===== src/rtl/mul_addtree_pkg.sv =====
// Shared constants and elaboration helpers for the pipelined add-tree multiplier.
package mul_addtree_pkg;

  localparam int MIN_WIDTH = 4;
  localparam int MAX_WIDTH = 16;

  function automatic int clog2(input int v);
    int r;
    r = 0;
    while ((1 << r) < v) r++;
    return r;
  endfunction

  // Number of registered adder levels and total input-to-output latency.
  function automatic int levels_of(input int w);
    return clog2(w);
  endfunction

  function automatic int lat_of(input int w);
    return clog2(w) + 1;
  endfunction

  function automatic bit width_ok(input int w);
    return (w >= MIN_WIDTH) && (w <= MAX_WIDTH) && ((w & (w - 1)) == 0);
  endfunction

endpackage


===== src/rtl/mul_addtree_level.sv =====
// One registered adder level: N_IN operands summed pairwise into N_IN/2 results.
module mul_addtree_level #(
  parameter int N_IN = 2,
  parameter int W    = 8
) (
  input  logic                       clk,
  input  logic                       clr,
  input  logic                       en,
  input  logic [N_IN-1:0][W-1:0]     in_data,
  input  logic                       in_valid,
  output logic [N_IN/2-1:0][W-1:0]   out_data,
  output logic                       out_valid
);

  localparam int N_OUT = N_IN / 2;

  logic [N_OUT-1:0][W-1:0] sum_d, sum_q;
  logic                    valid_d, valid_q;

  // Sums wrap at W bits; the final product never needs more.
  always_comb begin
    sum_d   = '0;
    valid_d = in_valid;
    for (int j = 0; j < N_OUT; j++) begin
      sum_d[j] = in_data[2*j] + in_data[2*j+1];
    end
  end

  always_ff @(posedge clk or negedge clr) begin
    if (!clr) begin
      sum_q   <= '0;
      valid_q <= 1'b0;
    end else if (en) begin
      sum_q   <= sum_d;
      valid_q <= valid_d;
    end
  end

  assign out_data  = sum_q;
  assign out_valid = valid_q;

endmodule


===== src/rtl/mul_addtree_pipe.sv =====
// Streaming WIDTH x WIDTH -> 2*WIDTH add-tree multiplier, registered after every level.
// Define MUL_ADDTREE_SIGNED_EN to add the sgn port and two's-complement mode.
module mul_addtree_pipe
  import mul_addtree_pkg::*;
#(
  parameter int WIDTH = 4
) (
  input  logic               clk,
  input  logic               clr,
  input  logic [WIDTH-1:0]   x,
  input  logic [WIDTH-1:0]   y,
  input  logic               in_valid,
  output logic               in_ready,
`ifdef MUL_ADDTREE_SIGNED_EN
  input  logic               sgn,
`endif
  output logic [2*WIDTH-1:0] out,
  output logic               out_valid,
  input  logic               out_ready
);

  localparam int LEVELS = levels_of(WIDTH);
  localparam int W2     = 2 * WIDTH;

  if (!width_ok(WIDTH)) begin : g_bad_width
    $error("mul_addtree_pipe: WIDTH must be a power of two in 4..16");
  end

  // Handshake: input transfers on in_valid & in_ready, output on out_valid &
  // out_ready. The whole pipe moves together on en; a stalled output freezes
  // every stage, and in_ready is low for exactly those cycles.
  logic                     en;
  logic [WIDTH-1:0][W2-1:0] pp_d, pp_q;
  logic                     pp_valid_d, pp_valid_q;
  logic [W2-1:0]            x_ext;

  assign en       = !out_valid || out_ready;
  assign in_ready = en;

  always_comb begin
    x_ext = {{WIDTH{1'b0}}, x};
`ifdef MUL_ADDTREE_SIGNED_EN
    if (sgn) x_ext = {{WIDTH{x[WIDTH-1]}}, x};
`endif
    pp_valid_d = in_valid;
    pp_d       = '0;
    for (int i = 0; i < WIDTH; i++) begin
      if (in_valid && y[i]) pp_d[i] = x_ext << i;
    end
`ifdef MUL_ADDTREE_SIGNED_EN
    // The multiplier's top bit carries weight -2^(W-1) in signed mode.
    if (in_valid && sgn && y[WIDTH-1]) pp_d[WIDTH-1] = -pp_d[WIDTH-1];
`endif
  end

  always_ff @(posedge clk or negedge clr) begin
    if (!clr) begin
      pp_q       <= '0;
      pp_valid_q <= 1'b0;
    end else if (en) begin
      pp_q       <= pp_d;
      pp_valid_q <= pp_valid_d;
    end
  end

  for (genvar l = 0; l < LEVELS; l++) begin : g_lvl
    localparam int N_IN = WIDTH >> l;
    logic [N_IN/2-1:0][W2-1:0] sum;
    logic                      vld;
    if (l == 0) begin : g_first
      mul_addtree_level #(.N_IN(N_IN), .W(W2)) u_level (
        .clk       (clk),
        .clr       (clr),
        .en        (en),
        .in_data   (pp_q),
        .in_valid  (pp_valid_q),
        .out_data  (sum),
        .out_valid (vld)
      );
    end else begin : g_next
      mul_addtree_level #(.N_IN(N_IN), .W(W2)) u_level (
        .clk       (clk),
        .clr       (clr),
        .en        (en),
        .in_data   (g_lvl[l-1].sum),
        .in_valid  (g_lvl[l-1].vld),
        .out_data  (sum),
        .out_valid (vld)
      );
    end
  end

  assign out       = g_lvl[LEVELS-1].sum[0];
  assign out_valid = g_lvl[LEVELS-1].vld;

endmodule

===== config.mk =====
export PLATFORM = sky130hd
export DESIGN_NAME = mul_addtree_pipe
export DESIGN_NICKNAME = d
export VERILOG_FILES = /design/src/rtl/mul_addtree_pkg.sv /design/src/rtl/mul_addtree_level.sv /design/src/rtl/mul_addtree_pipe.sv
export SDC_FILE = /design/constraint.sdc
export NUM_CORES = 1
export LEC_CHECK = 0
export BUFFER_PORTS_ARGS = -buffer_cell sky130_fd_sc_hd__buf_2
export CAP_MARGIN = 25
export CORE_MARGIN = 3
export CORE_UTILIZATION = 57
export CTS_CLUSTER_SIZE = 8
export DETAILED_ROUTE_END_ITERATION = 6
export HOLD_SLACK_MARGIN = 0.15
export PLACE_DENSITY = 0.78
export SYNTH_ARGS = -nofsm -noshare
export SYNTH_HDL_FRONTEND = slang
export SYNTH_SLANG_ARGS = --single-unit

===== constraint.sdc =====
create_clock -name clk -period 1.65 [get_ports clk]
set_input_delay 0 -clock clk [delete_from_list [all_inputs] [get_ports clk]]
set_output_delay 0 -clock clk [all_outputs]
set_load 0.01 [all_outputs]

# [Word level (Yosys, flattened, before mapping)]
# Index checks and enable logic that the tools add are counted.
[word_totals] in_bits=12 register_bits=59 elab_cells=23
[classes] muxes=4 add_sub_neg=3 n_reduce_logical=6
[ops] op="8-bit adder" count=3
[ops] op="7-bit 2-to-1 mux" count=1
[ops] op="6-bit 2-to-1 mux" count=1
[ops] op="5-bit 2-to-1 mux" count=1
[ops] op="1-bit logical AND" count=4
[ops] op="4-bit 2-to-1 mux" count=1
[ops] op="1-bit zero test" count=1
[ops] op="1-bit logical OR" count=1

# [Longest topological paths before layout]
[depth] ltp_word=2 depth_mapped=6 depth_no_buf=6

# [Modules after synthesis]
# From an unflattened synthesis, not the netlist that was laid out.
[unflattened] cells_unflattened=272 hier_area_um2=2875.3
[modules_own_cells] mod="mul_addtree_level (g_lvl[0].g_first.u_level)" seq_area_each_um2=425.4 n_inst=1 area_per_inst_um2=1367.6 cells_per_inst=144
[modules_own_cells] mod="mul_addtree_pipe" seq_area_each_um2=425.4 n_inst=1 area_per_inst_um2=803.3 cells_per_inst=55
[modules_own_cells] mod="mul_addtree_level (g_lvl[1].g_next.u_level)" seq_area_each_um2=225.2 n_inst=1 area_per_inst_um2=704.4 cells_per_inst=73

# [Worst setup path after synthesis]
# No wires, ideal clock.
[synth_path] kind="register to register" start="reg g_lvl[0].g_first.u_level.sum_q (netlist bit g_lvl[0].g_first.u_level.out_data[2])" end="reg g_lvl[1].g_next.u_level.sum_q (netlist bit g_lvl[1].g_next.u_level.out_data[6])" period_less_slack_ns=1.434 path_stages_with_launch=6 arrival_ns=1.302 setup_slack_ns=0.216 cell_sequence="dfrtp_1 ha_1 fa_1 a21oi_1 or4_1 nand3_1"
[synth_between] elab_chain_len=1
[synth_rtl] item="start: declaration" line_no="mul_addtree_level.sv:17" source="logic [N_OUT-1:0][W-1:0] sum_d, sum_q;"
[synth_rtl] item="start signal: assignment" line_no="mul_addtree_level.sv:34" source="sum_q <= sum_d;"
[synth_rtl] item="8-bit adder" line_no="mul_addtree_level.sv:25" source="sum_d[j] = in_data[2*j] + in_data[2*j+1];"
[synth_rtl] item="end signal: assignment" line_no="mul_addtree_level.sv:34"
[synth_rtl] item="end: declaration" line_no="mul_addtree_level.sv:17"
# Every way passes these cells.
# A chain may end at the register's enable or synchronous reset.

# [Worst setup path after layout]
# Same ends and word-level chain as after synthesis.

==> results_dict.tcl <==
set metrics [dict create \
    grt_pass1_wl_um 6589 \
    hpwl_um 2653 \
    core_um2 3128 \
    total_power_mw 2.749 \
    p_leak_nw 1.158 \
    yosysSeqAreaShare 0.5138 \
    fillCellCount 230 \
    grtUsageMet3 0.04278 \
    dieArea_um2 4061 \
    reg2regPathDepth 5 \
    yosysMostFrequentCell "dfrtp_1" \
    path_clk_slew_ns 0.12 \
    finalHoldViolCount 0 \
    drive_above_1_share 0.1781 \
    arrival_ns 1.77 \
    yosys.area.top_type "dfrtp_1" \
    r2r_start "g_lvl[0].g_first.u_level.out_data[2]" \
    grt_overflow 0 \
    postSynthNetCount 205 \
    rows 20 \
    synth.avg_cell_area_um2 10.55 \
    netlist_top_cells_area "dfrtp_1, a22o_1, nand2_1" \
    pin_count 22 \
    antenna_found_initial 0 \
    wire_per_inst_um 13.86 \
    vdd_drop_max_v 0.0008219 \
    busiest_layer "met2" \
    grt_pass1_vias 1524 \
    fin_util 0.7228 \
    final-setup-viol-count 0 \
    antennaDiodeCount 0 \
    drtIter0Drc 48 \
    routed_wirelength_um 3644 \
    routed_via_density 5.475 \
    cap_violations 0 \
    min_period_ns 1.536 \
    final.setup.tns_ns 0 \
    yosys_warnings 0 \
    synth_edf_count 0 \
    synth_ff_type "dfrtp_1" \
    finalClockSkew_ns 0.008210 \
    cts_setup_buffers 0 \
    fin_crit_sh 0.9308 \
    drtPass1Iterations 4 \
    synth_top_area_share 0.5138 \
    crit_path_start_kind "flop" \
    area_delta_synth_final_pct 19.04 \
    path_max_fanout 3 \
    routabilityCongestion 0.8128 \
    maxSlewHeadroom 0.6055 \
    cp_data_required_time_ns 1.88 \
    use_met2 0.3703 \
    cts_buffer_depth 2 \
    netlist_instances 180 \
    met1_usage 0.2415 \
    h-tree-depth 2 \
    io_buffers 21 \
    ys_ff_latch 39 \
    status "completed" \
    syn_area_um2 1899 \
    clk_latency_ns 0.34 \
    grt_usage 0.2104 \
    drc 0 \
    num_vias 1440 \
    ant_nets 0 \
    fmax_mhz 651.1 \
    tightest_slew_ns 0.5918 \
    power_density_nw_per_um2 1216 \
    critPathKind "flop to flop" \
    layout.nets 243 \
    reg2reg_to "g_lvl[1].g_next.u_level.out_data[6]" \
    hp-class "input port to async pin" \
    cts.sinks 39 \
    die_x_um 63.73 \
    start_util 0.6072 \
    regToRegSetupSlack_ns 0.11 \
    grt_max_degree 28 \
    synth_cell_types 31 \
    clock-root-buffer "clkbuf_4" \
    cts_tree "done" \
    report.final.slew_viol_count 0 \
    grt_setup_unrepaired "no" \
    end_kind "flop" \
    die_h_um 63.73 \
    async_flop_share 1.000 \
    synth_commonest_cells "dfrtp_1, nand2_1, a22o_1" \
    cts_made_buffers 5 \
]
-- worst max-delay path: stages (launching register included) --
cell	delay, ns
dfrtp_1	0.40
ha_1	0.24
fa_1	0.42
a21oi_2	0.16
or4_1	0.13
nand3_1	0.07
-- worst max-delay path by stage --
stage | startpoint | end | slack [ns] | cells after the start
3_3_place_gp | g_lvl[0].g_first.u_level.out_data[2] | g_lvl[1].g_next.u_level.out_data[6] | 0.17 | 5
3_5_place_dp | g_lvl[0].g_first.u_level.out_data[2] | g_lvl[1].g_next.u_level.out_data[6] | 0.12 | 5
5_1_grt | g_lvl[0].g_first.u_level.out_data[2] | g_lvl[1].g_next.u_level.out_data[6] | 0.03 | 5
4_1_cts | g_lvl[0].g_first.u_level.out_data[2] | g_lvl[1].g_next.u_level.out_data[6] | 0.09 | 5
2_1_floorplan | g_lvl[0].g_first.u_level.out_data[2] | g_lvl[1].g_next.u_level.out_data[6] | 0.22 | 5
6_report | g_lvl[0].g_first.u_level.out_data[2] | g_lvl[1].g_next.u_level.out_data[6] | 0.11 | 5
-- cell families after synthesis --
group / share of synthesized area
and+or+nand+nor: 0.1647
DFF: 0.5138
AOI/OAI and AO/OA: 0.1462
buffers and inverters: 0.05270
adders and majority gates: 0.09750
muxes: 0.01581
xor gates and xnor gates: 0.009224
-- power by group --
group          leakage (nW)  internal [mW]  switching [mW]
registers             0.513           1.16           0.128
clock network        0.0482          0.358           0.306
logic                 0.597          0.343           0.458
total                  1.16           1.86           0.892
-- registers in the layout (all words and copies together) (netlist names) --
| register | cells |
|---|---|
| pp_q | 16 |
| pp_valid_q | 1 |
| g_lvl.g_first.u_level.out_data | 12 |
| g_lvl.g_next.u_level.out_valid | 1 |
| g_lvl.g_first.u_level.out_valid | 1 |
| g_lvl.g_next.u_level.out_data | 8 |
-- placed cells by master, fill, tap and decap left out, types with 5 or more instances in the layout --
master and count:
dlygate4sd3_1 11, or4_1 5, nor2b_1 5, inv_1 14, dfrtp_1 39, buf_2 21, buf_4 6, nand2_1 36
a21oi_1 6, ha_1 10, a22o_1 16, o2111ai_1 5, o21ai_0 6, clkbuf_4 5
-- cell type report --
type | instances | area, um^2 | area share
Clock buffer | 6 | 51.30 | 0.02269
Inverter | 15 | 56.30 | 0.02490
Multi-Input combinational cell | 119 | 827.0 | 0.3658
Sequential cell | 39 | 975.9 | 0.4317
Tap cell | 44 | 55.05 | 0.02435
Clock inverter | 2 | 35.03 | 0.01550
Timing Repair Buffer | 38 | 260.3 | 0.1151
-- metrics by stage --
step           hold slack, ns  cell area, um^2  worst slack, ns  cells
2_1_floorplan         -0.2956             1899           0.2163    180
3_5_place_dp          0.04394             2061           0.1178    244
4_1_cts                0.1936             2257          0.08860    263
5_1_grt                0.2133             2261          0.02915    263
3_3_place_gp          0.02700             2061           0.1683    244
6_report               0.1707             2261           0.1142    263
-- metal layers --
layer | wire (um) | up-vias
li1 | - | 708
met3 | 155 | 5
met4 | 49 | 0
met1 | 1632 | 694
met5 | 0 | -
met2 | 1806 | 33
-- what timing repair did --
item,in CTS,in global routing
setup endpoints to repair,0,1
resized for setup,0,1
endpoints found under the hold margin,67,0
hold buffers,11,0
Note: power is estimated with default switching activity, not from simulation.
